--- config.mk ---
export PLATFORM = sky130hd
export DESIGN_NAME = rggen_axi4lite_bridge_flat
export DESIGN_NICKNAME = d
export VERILOG_FILES = /design/src/rtl/rggen_rtl_pkg.sv /design/src/rtl/rggen_axi4lite_if.sv /design/src/rtl/rggen_axi4lite_rw_arbiter.sv /design/src/rtl/rggen_axi4lite_bridge.sv /design/src/flat_wrapper.sv
export SDC_FILE = /design/constraint.sdc
export NUM_CORES = 1
export LEC_CHECK = 0
export CAP_MARGIN = 20
export CORE_ASPECT_RATIO = 2
export CORE_MARGIN = 5
export CORE_UTILIZATION = 40
export DETAILED_ROUTE_END_ITERATION = 10
export GPL_TIMING_DRIVEN = 0
export PLACE_DENSITY = 0.85
export SYNTH_ARGS = -nofsm -noshare
export SYNTH_HDL_FRONTEND = slang
export SYNTH_SLANG_ARGS = --single-unit
--- constraint.sdc ---
create_clock -name i_clk -period 3.3 [get_ports i_clk]
set_input_delay 0.66 -clock i_clk [delete_from_list [all_inputs] [get_ports i_clk]]
set_output_delay 0.66 -clock i_clk [all_outputs]
set_load 0.02 [all_outputs]
--- src/rtl/rggen_rtl_pkg.sv ---
// Shared types for the rggen AXI4-Lite bridge.
//   rggen_status               : 2-bit register-bus response status
//   rggen_axi4lite_bridge_state : bridge FSM states
package rggen_rtl_pkg;

  typedef enum logic [1:0] {
    RGGEN_OKAY         = 2'd0,
    RGGEN_EXOKAY       = 2'd1,
    RGGEN_SLAVE_ERROR  = 2'd2,
    RGGEN_DECODE_ERROR = 2'd3
  } rggen_status;

  typedef enum logic [1:0] {
    IDLE           = 2'd0,
    BUS_ACCESS     = 2'd1,
    WRITE_RESPONSE = 2'd2,
    READ_RESPONSE  = 2'd3
  } rggen_axi4lite_bridge_state;

endpackage

--- src/rtl/rggen_axi4lite_if.sv ---
// AXI4-Lite channel bundle.
//   master : drives AW/W/AR valid+payload and B/R ready
//   slave  : drives AW/W/AR ready and B/R valid+payload
interface rggen_axi4lite_if #(
  parameter int unsigned ADDRESS_WIDTH = 16,
  parameter int unsigned BUS_WIDTH     = 32
);

  logic                       awvalid;
  logic                       awready;
  logic [ADDRESS_WIDTH-1:0]   awaddr;
  logic [2:0]                 awprot;
  logic                       wvalid;
  logic                       wready;
  logic [BUS_WIDTH-1:0]       wdata;
  logic [BUS_WIDTH/8-1:0]     wstrb;
  logic                       bvalid;
  logic                       bready;
  logic [1:0]                 bresp;
  logic                       arvalid;
  logic                       arready;
  logic [ADDRESS_WIDTH-1:0]   araddr;
  logic [2:0]                 arprot;
  logic                       rvalid;
  logic                       rready;
  logic [1:0]                 rresp;
  logic [BUS_WIDTH-1:0]       rdata;

  modport master (
    output awvalid, awaddr, awprot, input awready,
    output wvalid, wdata, wstrb, input wready,
    input  bvalid, bresp, output bready,
    output arvalid, araddr, arprot, input arready,
    input  rvalid, rresp, rdata, output rready
  );

  modport slave (
    input  awvalid, awaddr, awprot, output awready,
    input  wvalid, wdata, wstrb, output wready,
    output bvalid, bresp, input bready,
    input  arvalid, araddr, arprot, output arready,
    output rvalid, rresp, rdata, input rready
  );

endinterface

--- src/rtl/rggen_axi4lite_rw_arbiter.sv ---
// Read/write grant arbiter with a toggling priority flag.
//   i_clk, i_rst        : clock, synchronous active-high reset
//   i_write_request     : AW and W both valid
//   i_read_request      : AR valid
//   i_grant_enable      : bridge can accept a new access this cycle
//   o_write_grant/o_read_grant : one-hot or zero grant (combinational)
module rggen_axi4lite_rw_arbiter (
  input  logic i_clk,
  input  logic i_rst,
  input  logic i_write_request,
  input  logic i_read_request,
  input  logic i_grant_enable,
  output logic o_write_grant,
  output logic o_read_grant
);

  logic r_write_first;
  logic w_contended;

  assign w_contended = i_grant_enable & i_write_request & i_read_request;

  // Priority flag only matters, and only flips, when both sides compete.
  always_ff @(posedge i_clk) begin
    if (i_rst) begin
      r_write_first <= 1'b1;
    end else if (w_contended) begin
      r_write_first <= ~r_write_first;
    end
  end

  always_comb begin
    o_write_grant = 1'b0;
    o_read_grant  = 1'b0;
    if (w_contended) begin
      o_write_grant = r_write_first;
      o_read_grant  = ~r_write_first;
    end else if (i_grant_enable) begin
      o_write_grant = i_write_request;
      o_read_grant  = i_read_request;
    end
  end

endmodule

--- src/rtl/rggen_axi4lite_bridge.sv ---
// AXI4-Lite slave to rggen register-bus bridge, one outstanding access.
//   i_clk, i_rst      : clock, synchronous active-high reset
//   axi4lite_if       : AXI4-Lite slave side
//   o_bus_*           : register access request (valid/write/address/data/strobe)
//   i_bus_ready       : access complete; i_bus_status / i_bus_read_data captured
module rggen_axi4lite_bridge
  import rggen_rtl_pkg::*;
#(
  parameter int unsigned ADDRESS_WIDTH = 16,
  parameter int unsigned BUS_WIDTH     = 32
)(
  input  logic                     i_clk,
  input  logic                     i_rst,
  rggen_axi4lite_if.slave          axi4lite_if,
  output logic                     o_bus_valid,
  output logic                     o_bus_write,
  output logic [ADDRESS_WIDTH-1:0] o_bus_address,
  output logic [BUS_WIDTH-1:0]     o_bus_write_data,
  output logic [BUS_WIDTH/8-1:0]   o_bus_strobe,
  input  logic                     i_bus_ready,
  input  logic [1:0]               i_bus_status,
  input  logic [BUS_WIDTH-1:0]     i_bus_read_data
);

  localparam int unsigned STROBE_WIDTH = BUS_WIDTH / 8;
  localparam int unsigned ADDR_LSB     = $clog2(STROBE_WIDTH);
  localparam logic [ADDRESS_WIDTH-1:0] ADDR_MASK =
    ~ADDRESS_WIDTH'((1 << ADDR_LSB) - 1);

  rggen_axi4lite_bridge_state r_state;
  rggen_axi4lite_bridge_state w_next_state;

  logic                     r_bus_write;
  logic [ADDRESS_WIDTH-1:0] r_bus_address;
  logic [BUS_WIDTH-1:0]     r_bus_write_data;
  logic [STROBE_WIDTH-1:0]  r_bus_strobe;
  rggen_status              r_status;
  logic [BUS_WIDTH-1:0]     r_read_data;

  logic w_write_request;
  logic w_read_request;
  logic w_grant_enable;
  logic w_write_grant;
  logic w_read_grant;
  logic w_unused_prot;

  assign w_unused_prot = ^{axi4lite_if.awprot, axi4lite_if.arprot};

  // A write needs AW and W together; grants are withheld during reset.
  assign w_write_request = axi4lite_if.awvalid & axi4lite_if.wvalid;
  assign w_read_request  = axi4lite_if.arvalid;
  assign w_grant_enable  = (r_state == IDLE) & ~i_rst;

  rggen_axi4lite_rw_arbiter u_arbiter (
    .i_clk           (i_clk),
    .i_rst           (i_rst),
    .i_write_request (w_write_request),
    .i_read_request  (w_read_request),
    .i_grant_enable  (w_grant_enable),
    .o_write_grant   (w_write_grant),
    .o_read_grant    (w_read_grant)
  );

  // State register.
  always_ff @(posedge i_clk) begin
    if (i_rst) begin
      r_state <= IDLE;
    end else begin
      r_state <= w_next_state;
    end
  end

  // Next-state logic.
  always_comb begin
    w_next_state = r_state;
    case (r_state)
      IDLE: begin
        if (w_write_grant || w_read_grant) begin
          w_next_state = BUS_ACCESS;
        end
      end
      BUS_ACCESS: begin
        if (i_bus_ready) begin
          w_next_state = r_bus_write ? WRITE_RESPONSE : READ_RESPONSE;
        end
      end
      WRITE_RESPONSE: begin
        if (axi4lite_if.bready) begin
          w_next_state = IDLE;
        end
      end
      READ_RESPONSE: begin
        if (axi4lite_if.rready) begin
          w_next_state = IDLE;
        end
      end
      default: w_next_state = IDLE;
    endcase
  end

  // Request capture at grant; status/read data capture at bus completion.
  always_ff @(posedge i_clk) begin
    if (i_rst) begin
      r_bus_write      <= 1'b0;
      r_bus_address    <= '0;
      r_bus_write_data <= '0;
      r_bus_strobe     <= '0;
      r_status         <= RGGEN_OKAY;
      r_read_data      <= '0;
    end else begin
      if (w_write_grant) begin
        r_bus_write      <= 1'b1;
        r_bus_address    <= axi4lite_if.awaddr & ADDR_MASK;
        r_bus_write_data <= axi4lite_if.wdata;
        r_bus_strobe     <= axi4lite_if.wstrb;
      end else if (w_read_grant) begin
        r_bus_write      <= 1'b0;
        r_bus_address    <= axi4lite_if.araddr & ADDR_MASK;
        r_bus_write_data <= '0;
        r_bus_strobe     <= '1;
      end
      if ((r_state == BUS_ACCESS) && i_bus_ready) begin
        r_status <= rggen_status'(i_bus_status);
        if (!r_bus_write) begin
          r_read_data <= i_bus_read_data;
        end
      end
    end
  end

  // Valids decode the registered state only; readys are the IDLE grants.
  assign o_bus_valid      = (r_state == BUS_ACCESS);
  assign o_bus_write      = r_bus_write;
  assign o_bus_address    = r_bus_address;
  assign o_bus_write_data = r_bus_write_data;
  assign o_bus_strobe     = r_bus_strobe;

  assign axi4lite_if.awready = w_write_grant;
  assign axi4lite_if.wready  = w_write_grant;
  assign axi4lite_if.arready = w_read_grant;
  assign axi4lite_if.bvalid  = (r_state == WRITE_RESPONSE);
  assign axi4lite_if.bresp   = r_status;
  assign axi4lite_if.rvalid  = (r_state == READ_RESPONSE);
  assign axi4lite_if.rresp   = r_status;
  assign axi4lite_if.rdata   = r_read_data;

endmodule
--- src/flat_wrapper.sv ---
// flat-port wrapper written by rule: the top's interface ports become plain ports
module rggen_axi4lite_bridge_flat import rggen_rtl_pkg::*;
#(
  parameter int unsigned ADDRESS_WIDTH = 16,
  parameter int unsigned BUS_WIDTH     = 32
)
  (i_clk, i_rst, o_bus_valid, o_bus_write, o_bus_address, o_bus_write_data, o_bus_strobe, i_bus_ready, i_bus_status, i_bus_read_data, axi4lite_if_awvalid, axi4lite_if_awaddr, axi4lite_if_awprot, axi4lite_if_awready, axi4lite_if_wvalid, axi4lite_if_wdata, axi4lite_if_wstrb, axi4lite_if_wready, axi4lite_if_bvalid, axi4lite_if_bresp, axi4lite_if_bready, axi4lite_if_arvalid, axi4lite_if_araddr, axi4lite_if_arprot, axi4lite_if_arready, axi4lite_if_rvalid, axi4lite_if_rresp, axi4lite_if_rdata, axi4lite_if_rready);
  rggen_axi4lite_if #(.ADDRESS_WIDTH(ADDRESS_WIDTH), .BUS_WIDTH(BUS_WIDTH)) axi4lite_if_i ();
  input  logic i_clk;
  input  logic i_rst;
  output logic o_bus_valid;
  output logic o_bus_write;
  output logic [ADDRESS_WIDTH-1:0] o_bus_address;
  output logic [BUS_WIDTH-1:0] o_bus_write_data;
  output logic [BUS_WIDTH/8-1:0] o_bus_strobe;
  input  logic i_bus_ready;
  input  logic [1:0] i_bus_status;
  input  logic [BUS_WIDTH-1:0] i_bus_read_data;
  input wire logic [$bits(axi4lite_if_i.awvalid)-1:0] axi4lite_if_awvalid;
  input wire logic [$bits(axi4lite_if_i.awaddr)-1:0] axi4lite_if_awaddr;
  input wire logic [$bits(axi4lite_if_i.awprot)-1:0] axi4lite_if_awprot;
  output wire logic [$bits(axi4lite_if_i.awready)-1:0] axi4lite_if_awready;
  input wire logic [$bits(axi4lite_if_i.wvalid)-1:0] axi4lite_if_wvalid;
  input wire logic [$bits(axi4lite_if_i.wdata)-1:0] axi4lite_if_wdata;
  input wire logic [$bits(axi4lite_if_i.wstrb)-1:0] axi4lite_if_wstrb;
  output wire logic [$bits(axi4lite_if_i.wready)-1:0] axi4lite_if_wready;
  output wire logic [$bits(axi4lite_if_i.bvalid)-1:0] axi4lite_if_bvalid;
  output wire logic [$bits(axi4lite_if_i.bresp)-1:0] axi4lite_if_bresp;
  input wire logic [$bits(axi4lite_if_i.bready)-1:0] axi4lite_if_bready;
  input wire logic [$bits(axi4lite_if_i.arvalid)-1:0] axi4lite_if_arvalid;
  input wire logic [$bits(axi4lite_if_i.araddr)-1:0] axi4lite_if_araddr;
  input wire logic [$bits(axi4lite_if_i.arprot)-1:0] axi4lite_if_arprot;
  output wire logic [$bits(axi4lite_if_i.arready)-1:0] axi4lite_if_arready;
  output wire logic [$bits(axi4lite_if_i.rvalid)-1:0] axi4lite_if_rvalid;
  output wire logic [$bits(axi4lite_if_i.rresp)-1:0] axi4lite_if_rresp;
  output wire logic [$bits(axi4lite_if_i.rdata)-1:0] axi4lite_if_rdata;
  input wire logic [$bits(axi4lite_if_i.rready)-1:0] axi4lite_if_rready;
  assign axi4lite_if_i.awvalid = axi4lite_if_awvalid;
  assign axi4lite_if_i.awaddr = axi4lite_if_awaddr;
  assign axi4lite_if_i.awprot = axi4lite_if_awprot;
  assign axi4lite_if_awready = axi4lite_if_i.awready;
  assign axi4lite_if_i.wvalid = axi4lite_if_wvalid;
  assign axi4lite_if_i.wdata = axi4lite_if_wdata;
  assign axi4lite_if_i.wstrb = axi4lite_if_wstrb;
  assign axi4lite_if_wready = axi4lite_if_i.wready;
  assign axi4lite_if_bvalid = axi4lite_if_i.bvalid;
  assign axi4lite_if_bresp = axi4lite_if_i.bresp;
  assign axi4lite_if_i.bready = axi4lite_if_bready;
  assign axi4lite_if_i.arvalid = axi4lite_if_arvalid;
  assign axi4lite_if_i.araddr = axi4lite_if_araddr;
  assign axi4lite_if_i.arprot = axi4lite_if_arprot;
  assign axi4lite_if_arready = axi4lite_if_i.arready;
  assign axi4lite_if_rvalid = axi4lite_if_i.rvalid;
  assign axi4lite_if_rresp = axi4lite_if_i.rresp;
  assign axi4lite_if_rdata = axi4lite_if_i.rdata;
  assign axi4lite_if_i.rready = axi4lite_if_rready;
  rggen_axi4lite_bridge #(.ADDRESS_WIDTH(ADDRESS_WIDTH), .BUS_WIDTH(BUS_WIDTH)) u_core (.i_clk(i_clk), .i_rst(i_rst), .axi4lite_if(axi4lite_if_i), .o_bus_valid(o_bus_valid), .o_bus_write(o_bus_write), .o_bus_address(o_bus_address), .o_bus_write_data(o_bus_write_data), .o_bus_strobe(o_bus_strobe), .i_bus_ready(i_bus_ready), .i_bus_status(i_bus_status), .i_bus_read_data(i_bus_read_data));
endmodule
==> results of run 1 <==
==> report_power, final <==
group | internal, mW | switching, mW | total (mW)
clock network | 0.603 | 0.408 | 1.01
registers | 1.11 | 0.0293 | 1.14
logic | 0.274 | 0.266 | 0.540
total | 1.99 | 0.703 | 2.69
==> worst min-delay path by stage <==
| stage | from | endpoint | slack (ns) | cells after the start |
|---|---|---|---|---|
| finish | u_core.axi4lite_if.rdata[31] | u_core.axi4lite_if.rdata[31] | 0.45 | 2 |
| global route | u_core.axi4lite_if.rdata[14] | u_core.axi4lite_if.rdata[14] | 0.48 | 2 |
| CTS | u_core.axi4lite_if.rdata[31] | u_core.axi4lite_if.rdata[31] | 0.46 | 2 |
| detailed placement | u_core.axi4lite_if.rdata[7] | u_core.axi4lite_if.rdata[7] | 0.45 | 2 |
| global placement | u_core.axi4lite_if.rdata[7] | u_core.axi4lite_if.rdata[7] | 0.44 | 2 |
| floorplan | u_core.u_arbiter.r_write_first | u_core.u_arbiter.r_write_first | 0.47 | 1 |
==> metrics by stage <==
step | worst slack (ns) | TNS, ns | total power [mW]
5_1_grt | 0.08169 | 0 | 2.796
4_1_cts | 0.002036 | 0 | 2.704
3_3_place_gp | -0.01942 | -0.01942 | 1.688
3_5_place_dp | -0.07316 | -0.07316 | 1.702
6_report | 0.1897 | 0 | 2.693
2_1_floorplan | 0.9685 | 0 | 1.407
==> state kept, by name (all words and copies together), names as in the netlist <==
register	cells
u_core.o_bus_write_data	32
u_core.axi4lite_if.bresp	2
u_core.o_bus_strobe	4
u_core.axi4lite_if.rdata	32
u_core.o_bus_write	1
u_core.o_bus_address	14
u_core.r_state	2
u_core.u_arbiter.r_write_first	1
==> routing by layer <==
metal  vias up  routed length, µm  global-route usage, %
li1       1890                  -                      -
met1      1872               4723                  23.11
met2       162               7388                  44.53
met3        53                670                  4.987
met4         0                823                  15.58
met5         -                  0                      0
==> worst max-delay path, delay by kind of cell <==
family	cells	cell delay, ns
simple gates	2	0.44
buf+inv	4	1.35
==> cells in the final DEF, fill, tap and decap left out, drive strengths merged <==
master         synthesis  routed
clkbuf                29      39
mux2i                  3       3
dlymetal6s2s           0       1
nand2b                 1       1
o211ai                 1       1
nor2                   3       3
or3                    1       1
conb                   1       2
dfxtp                 88      88
nand4                 32      32
nand2                 67      67
nand4bb                1       1
clkdlybuf4s50          0     196
clkinv                 0       4
nand3b                 1       1
o21ai                 34      34
o221a                 18      18
and2                   2       2
nor2b                  2       2
nor4bb                 1       1
nor3                  15      15
nand3                  3       3
a41oi                  1       1
bufinv                 0       1
buf                   22      21
a21oi                 68      68
a31oi                 14      14
inv                    3       3
a311oi                 1       1
==> cells in the mapped netlist, drive strengths merged <==
cell and count:
o221a 18, conb 1, nand2b 1, clkbuf 29, a31oi 14, o211ai 1
or3 1, a41oi 1, a311oi 1, nor2 3, nand3b 1, and2 2
dfxtp 88, nand2 67, o21ai 34, nor3 15, buf 22, inv 3
nand4bb 1, nor2b 2, a21oi 68, mux2i 3, nand3 3, nor4bb 1
nand4 32
==> cell type report <==
type                    count  share of cell area [%]
flip-flops and latches     88                   29.67
repair buffers            197                   33.25
well taps                 100                   2.107
plain buffers              50                   4.130
multi-input cells         271                   25.66
inverters                   3                  0.1896
clock buffers              10                   4.024
clock inverters             5                  0.9692
==> timing repair <==
item,in CTS,in global routing
gates cloned,0,0
setup endpoints to repair,2,2
gates resized for setup,1,2
hold endpoints to repair,0,0
==> kinds of logic (layout without fill, tap and decap cells) <==
logic type             count (synthesis)  count (layout)  synth area share (%)
flip-flops                            88              88                 49.84
multiplexers                           3               3                0.8496
AO/OA/AOI/OAI                        137             137                 23.47
buffers and inverters                 54             265                 7.292
AND/OR/NAND/NOR                      129             129                 18.44
other                                  1               2                0.1061
==> out/results.tsv, run 1 <==
stage	metric	value	unit
logic_synthesis	Area contributors post-synth	dfxtp_1 50%, a21oi_1 9.5%, nand2_1 7.1%, o221a_2 5.7%, nand4_1 5.7%	
clocking	CTS tree	built	
worst_setup_path	internal reg-to-reg setup slack	1.51	ns
detailed_routing	Initial DRC Count	187	
floorplan	core area	8648	µm²
pwr	static leakage	2.096	nW
hold_path	worst min path class	reg -> reg	
placed_design	placed instance area	5635	µm²
timing	Tcrit/Tclk final	94.25	%
floorplan	starting density of the core	40.87	%
worst_setup_path	r2r worst-path depth	5	
clocking	Post-CTS Hold Fix Bufs	0	
worst_setup_path	Crit path top cell by count	clkdlybuf4s50_1	
placed_design	PortBufs	197	
logic_synthesis	number of distinct library cells after synthesis	34	
layout	Net count, final	736	
global_route	total grt overflow	0	
worst_setup_path	Critical Path End Type	output port	
status	run status	completed	
layout	fin area	5938	µm²
logic_synthesis	synthesized area per cell	8.579	µm²
global_route	largest net degree at the start of global routing	15	
worst_setup_path	worst setup path endpoint	axi4lite_if_wready	
timing	Final Hold Slack	0.4541	ns
job	MaxCap Viol Count	0	
layout	Layout Cells excl Fill	724	
placed_design	DP HPWL	10.59	mm
worst_setup_path	Critical path origin	axi4lite_if_awvalid	
clocking	setup bufs post-CTS	0	
worst_setup_path	RR Startpoint	u_core.r_state[1]	
clocking	Root Driver	clkbuf_16	
timing	Worst Clk Skew	0.007545	ns
logic_synthesis	Mapped Cells	412	
timing	Max Slew Vio Count	0	
timing	RSZ-0062 raised after global routing	no	
layout	area occupied by multi-input gates	1524	µm²
global_route	Total Routing Usage GR	23.82	%
timing	Tmin final	3.110	ns
global_route	first-pass GRT wire length	20.67	mm
worst_setup_path	crit-path max cell delay	0.59	ns
placed_design	placed cells	710	
timing	Slew @ Worst Pin	0.5922	ns
timing	Final setup viols	0	
worst_setup_path	cells along the critical path	clkdlybuf4s50_1 > and2_1 > nand3_2 > inv_1 > buf_4 > clkdlybuf4s50_1	
pwr	pwr dens	453.4	nW/µm²
clocking	Clock transition at path regs	0.06	ns
clocking	CTS H-tree depth	3	
worst_setup_path	Startpoint Class	input pin	
floorplan	Horiz. Die Dim	76.47	µm
logic_synthesis	synthesized cell area	3535	µm²
clocking	worst-skew pair later-pin latency	0.33	ns
timing	achievable frequency	321.5	MHz
placed_design	gpl congestion	0.7979	
logic_synthesis	FF+latch count, synth	88	
detailed_routing	WL per Instance	18.79	µm
logic_synthesis	sequential share of the synthesized area	49.84	%
layout	synthesis-to-finish area growth	68.00	%
layout	FF/Latch Area	1762	µm²
layout	Fillers	715	
clocking	Clock Tree Buf Depth	2	
global_route	number of global-route vias before repair	4069	
layout	diode insertion count for antenna repair	0	
worst_setup_path	Critical Path AT	2.45	ns
detailed_routing	first-pass iteration count of the detailed router	4	
clocking	CTS Buf Count	9	
layout	share of layout cells above drive strength 1	8.654	%
pwr	Peak VDD IR	0.3472	mV
worst_setup_path	worst r2r dst	u_core.o_bus_address[6]	
detailed_routing	# DRC	0	
floorplan	Die Y	142.9	µm
timing	Slew HR	60.52	%
worst_setup_path	Critical Path Fanout Max	6	
layout	Finished Core Util	68.66	%
detailed_routing	drt total wl	13.61	mm
detailed_routing	via-per-instance ratio	5.493	
clocking	Clock Sinks	88	
logic_synthesis	Synth top area share	49.84	%
worst_setup_path	Critical Path RT	2.64	ns
floorplan	IO Pins	211	
global_route	initial antenna violation count	0	
floorplan	die area	10930	µm²
detailed_routing	DR vias	3977	
logic_synthesis	synth warn	0	
worst_setup_path	CP max-delay cell	clkdlybuf4s50_1	
timing	Final Hold Viols	0	
detailed_routing	antenna viol nets, final	0	
worst_setup_path	Crit Path Category	in -> out	
floorplan	cell row count	48	
logic_synthesis	area leader, netlist	dfxtp_1	
Power figures use the tool's default switching activity.
==> run 2: changes to the inputs <==
--- a/config.mk
+++ b/config.mk
@@ -8,10 +8,10 @@
 export CAP_MARGIN = 20
 export CORE_ASPECT_RATIO = 2
 export CORE_MARGIN = 5
-export CORE_UTILIZATION = 40
+export CORE_UTILIZATION = 38
 export DETAILED_ROUTE_END_ITERATION = 10
 export GPL_TIMING_DRIVEN = 0
-export PLACE_DENSITY = 0.85
+export PLACE_DENSITY = 0.81
 export SYNTH_ARGS = -nofsm -noshare
 export SYNTH_HDL_FRONTEND = slang
 export SYNTH_SLANG_ARGS = --single-unit
==> constraint.sdc (replaced) <==
create_clock -name i_clk -period 3.2 [get_ports i_clk]
set_input_delay 0.64 -clock i_clk [delete_from_list [all_inputs] [get_ports i_clk]]
set_output_delay 0.64 -clock i_clk [all_outputs]
set_load 0.02 [all_outputs]
==> out/results.tsv, run 2 (same netlist as run 1, synthesis figures left out) <==
stage	metric	value	unit	change
status	run status	completed		
placed_design	PortBufs	197		unchanged
hold_path	worst min path class	reg -> reg		
layout	synthesis-to-finish area growth	69.10	%	
global_route	first-pass GRT wire length	19.98	mm	-3.4%
detailed_routing	antenna viol nets, final	0		unchanged
detailed_routing	DR vias	3890		-2.2%
timing	Slew HR	64.21	%	+3.7 points
worst_setup_path	Critical Path End Type	output port		
timing	Tmin final	3.049	ns	
worst_setup_path	Critical Path AT	2.41	ns	-0.04 ns
timing	Max Slew Vio Count	0		unchanged
layout	commonest non-fill, non-tap cells in the layout	196 x clkdlybuf4s50_1, 88 x dfxtp_1, 67 x nand2_1, 67 x a21oi_1, 32 x nand4_1		
worst_setup_path	internal reg-to-reg setup slack	1.44	ns	-0.07 ns
placed_design	placed cells	712		+0.28%
clocking	CTS tree	built		
detailed_routing	Initial DRC Count	129		-31%
clocking	CTS H-tree depth	3		unchanged
detailed_routing	via-per-instance ratio	5.351		-2.6%
placed_design	DP HPWL	10.24	mm	-3.3%
worst_setup_path	Startpoint Class	input pin		
timing	RSZ-0062 raised after global routing	no		
floorplan	starting density of the core	38.95	%	-1.9 points
clocking	Clock Sinks	88		unchanged
job	MaxCap Viol Count	0		unchanged
worst_setup_path	Critical Path RT	2.56	ns	-0.08 ns
worst_setup_path	Critical Path Fanout Max	6		unchanged
global_route	initial antenna violation count	0		unchanged
layout	diode insertion count for antenna repair	0		unchanged
clocking	worst-skew pair later-pin latency	0.33	ns	about the same
floorplan	core area	9074	µm²	+4.9%
global_route	number of global-route vias before repair	4009		-1.5%
clocking	setup bufs post-CTS	0		unchanged
pwr	pwr dens	482.8	nW/µm²	+6.5%
global_route	largest net degree at the start of global routing	15		unchanged
timing	Final Hold Viols	0		unchanged
layout	fin area	5977	µm²	+0.65%
pwr	static leakage	2.106	nW	+0.50%
detailed_routing	# DRC	0		unchanged
placed_design	gpl congestion	0.7532		-5.6%
clocking	Clock Tree Buf Depth	2		unchanged
clocking	Clock transition at path regs	0.06	ns	about the same
layout	share of layout cells above drive strength 1	8.640	%	-0.014 points
timing	Worst Clk Skew	0.005572	ns	-0.001973 ns
worst_setup_path	Crit Path Category	in -> out		
layout	commonest non-fill, non-tap cell in the layout	clkdlybuf4s50_1		
placed_design	placed instance area	5638	µm²	about the same
detailed_routing	drt total wl	12.90	mm	-5.2%
detailed_routing	WL per Instance	17.75	µm	-5.6%
clocking	Root Driver	clkbuf_16		
global_route	total grt overflow	0		unchanged
detailed_routing	first-pass iteration count of the detailed router	5		+1
pwr	Peak VDD IR	0.2900	mV	-16%
floorplan	Horiz. Die Dim	78.20	µm	+2.3%
clocking	CTS Buf Count	9		unchanged
layout	Net count, final	736		unchanged
timing	achievable frequency	327.9	MHz	
floorplan	Die Y	146.4	µm	+2.4%
pwr	total power	2.886	mW	+7.2%
timing	Final setup viols	0		unchanged
timing	Tcrit/Tclk final	95.30	%	
global_route	Total Routing Usage GR	22.21	%	-1.6 points
timing	Slew @ Worst Pin	0.5369	ns	-0.05536 ns
floorplan	cell row count	49		+2.1%
floorplan	IO Pins	211		unchanged
layout	Layout Cells excl Fill	727		+0.41%
floorplan	die area	11450	µm²	+4.7%
run 2: final cells by class:
cell class / instances / area [µm²]
plain buffers: 50 / 245.2
clock buffers: 12 / 256.5
clock inverters: 4 / 76.32
fillers: 755 / 3097
inverters: 3 / 11.26
multi-input cells: 271 / 1524
flip-flops and latches: 88 / 1762
well taps: 102 / 127.6
repair buffers: 197 / 1974
run 2: per-stage QoR:
stage / worst slack (ns) / utilization (%) / TNS, ns / hold slack (ns)
3_5_place_dp: -0.1137 / 62.13 / -0.1416 / 0.4463
4_1_cts: 0.03159 / 65.89 / 0 / 0.4552
3_3_place_gp: -0.06075 / 62.13 / -0.06075 / 0.4418
6_report: 0.1505 / 65.87 / 0 / 0.4537
2_1_floorplan: 0.9085 / - / 0 / 0.4712
5_1_grt: 0.01407 / 65.87 / 0 / 0.4720
run 2: power by group:
part | total, mW | switching [mW] | leakage [nW] | internal, mW
combinational | 0.551 | 0.268 | 1.23 | 0.282
sequential | 1.18 | 0.0291 | 0.716 | 1.15
clock | 1.16 | 0.429 | 0.159 | 0.729
total | 2.89 | 0.727 | 2.11 | 2.16
run 2: worst paths after layout:
check / from / end / cells past startpoint
worst max-delay path: axi4lite_if_awvalid / axi4lite_if_wready / 6
worst min register to register: u_core.axi4lite_if.rdata[16] / u_core.axi4lite_if.rdata[16] / 2
worst max register to register: u_core.r_state[1] / u_core.o_bus_address[4] / 5
worst min-delay path: u_core.axi4lite_if.rdata[16] / u_core.axi4lite_if.rdata[16] / 2
run 2: what timing repair did:
item	in CTS	in global routing
endpoints found under the hold margin	0	0
gates resized for setup	2	1
endpoints found under the setup margin	2	1
hold buffers	0	0
pin swaps	0	0
run 2: worst max-delay path, cell delays in order:
cell	delay [ns]
clkdlybuf4s50_1	0.51
and2_1	0.25
nand3_2	0.19
inv_1	0.12
buf_4	0.10
clkdlybuf4s50_1	0.59
run 2: metal layers:
layer	vias up	share of wire, %	global-route usage [%]	routed length [µm]
met1	1809	34	20.42	4353
met2	163	57	44.03	7354
met3	20	6.7	5.610	860
li1	1898	-	-	-
met5	-	0	0	0
met4	0	2.6	9.632	332
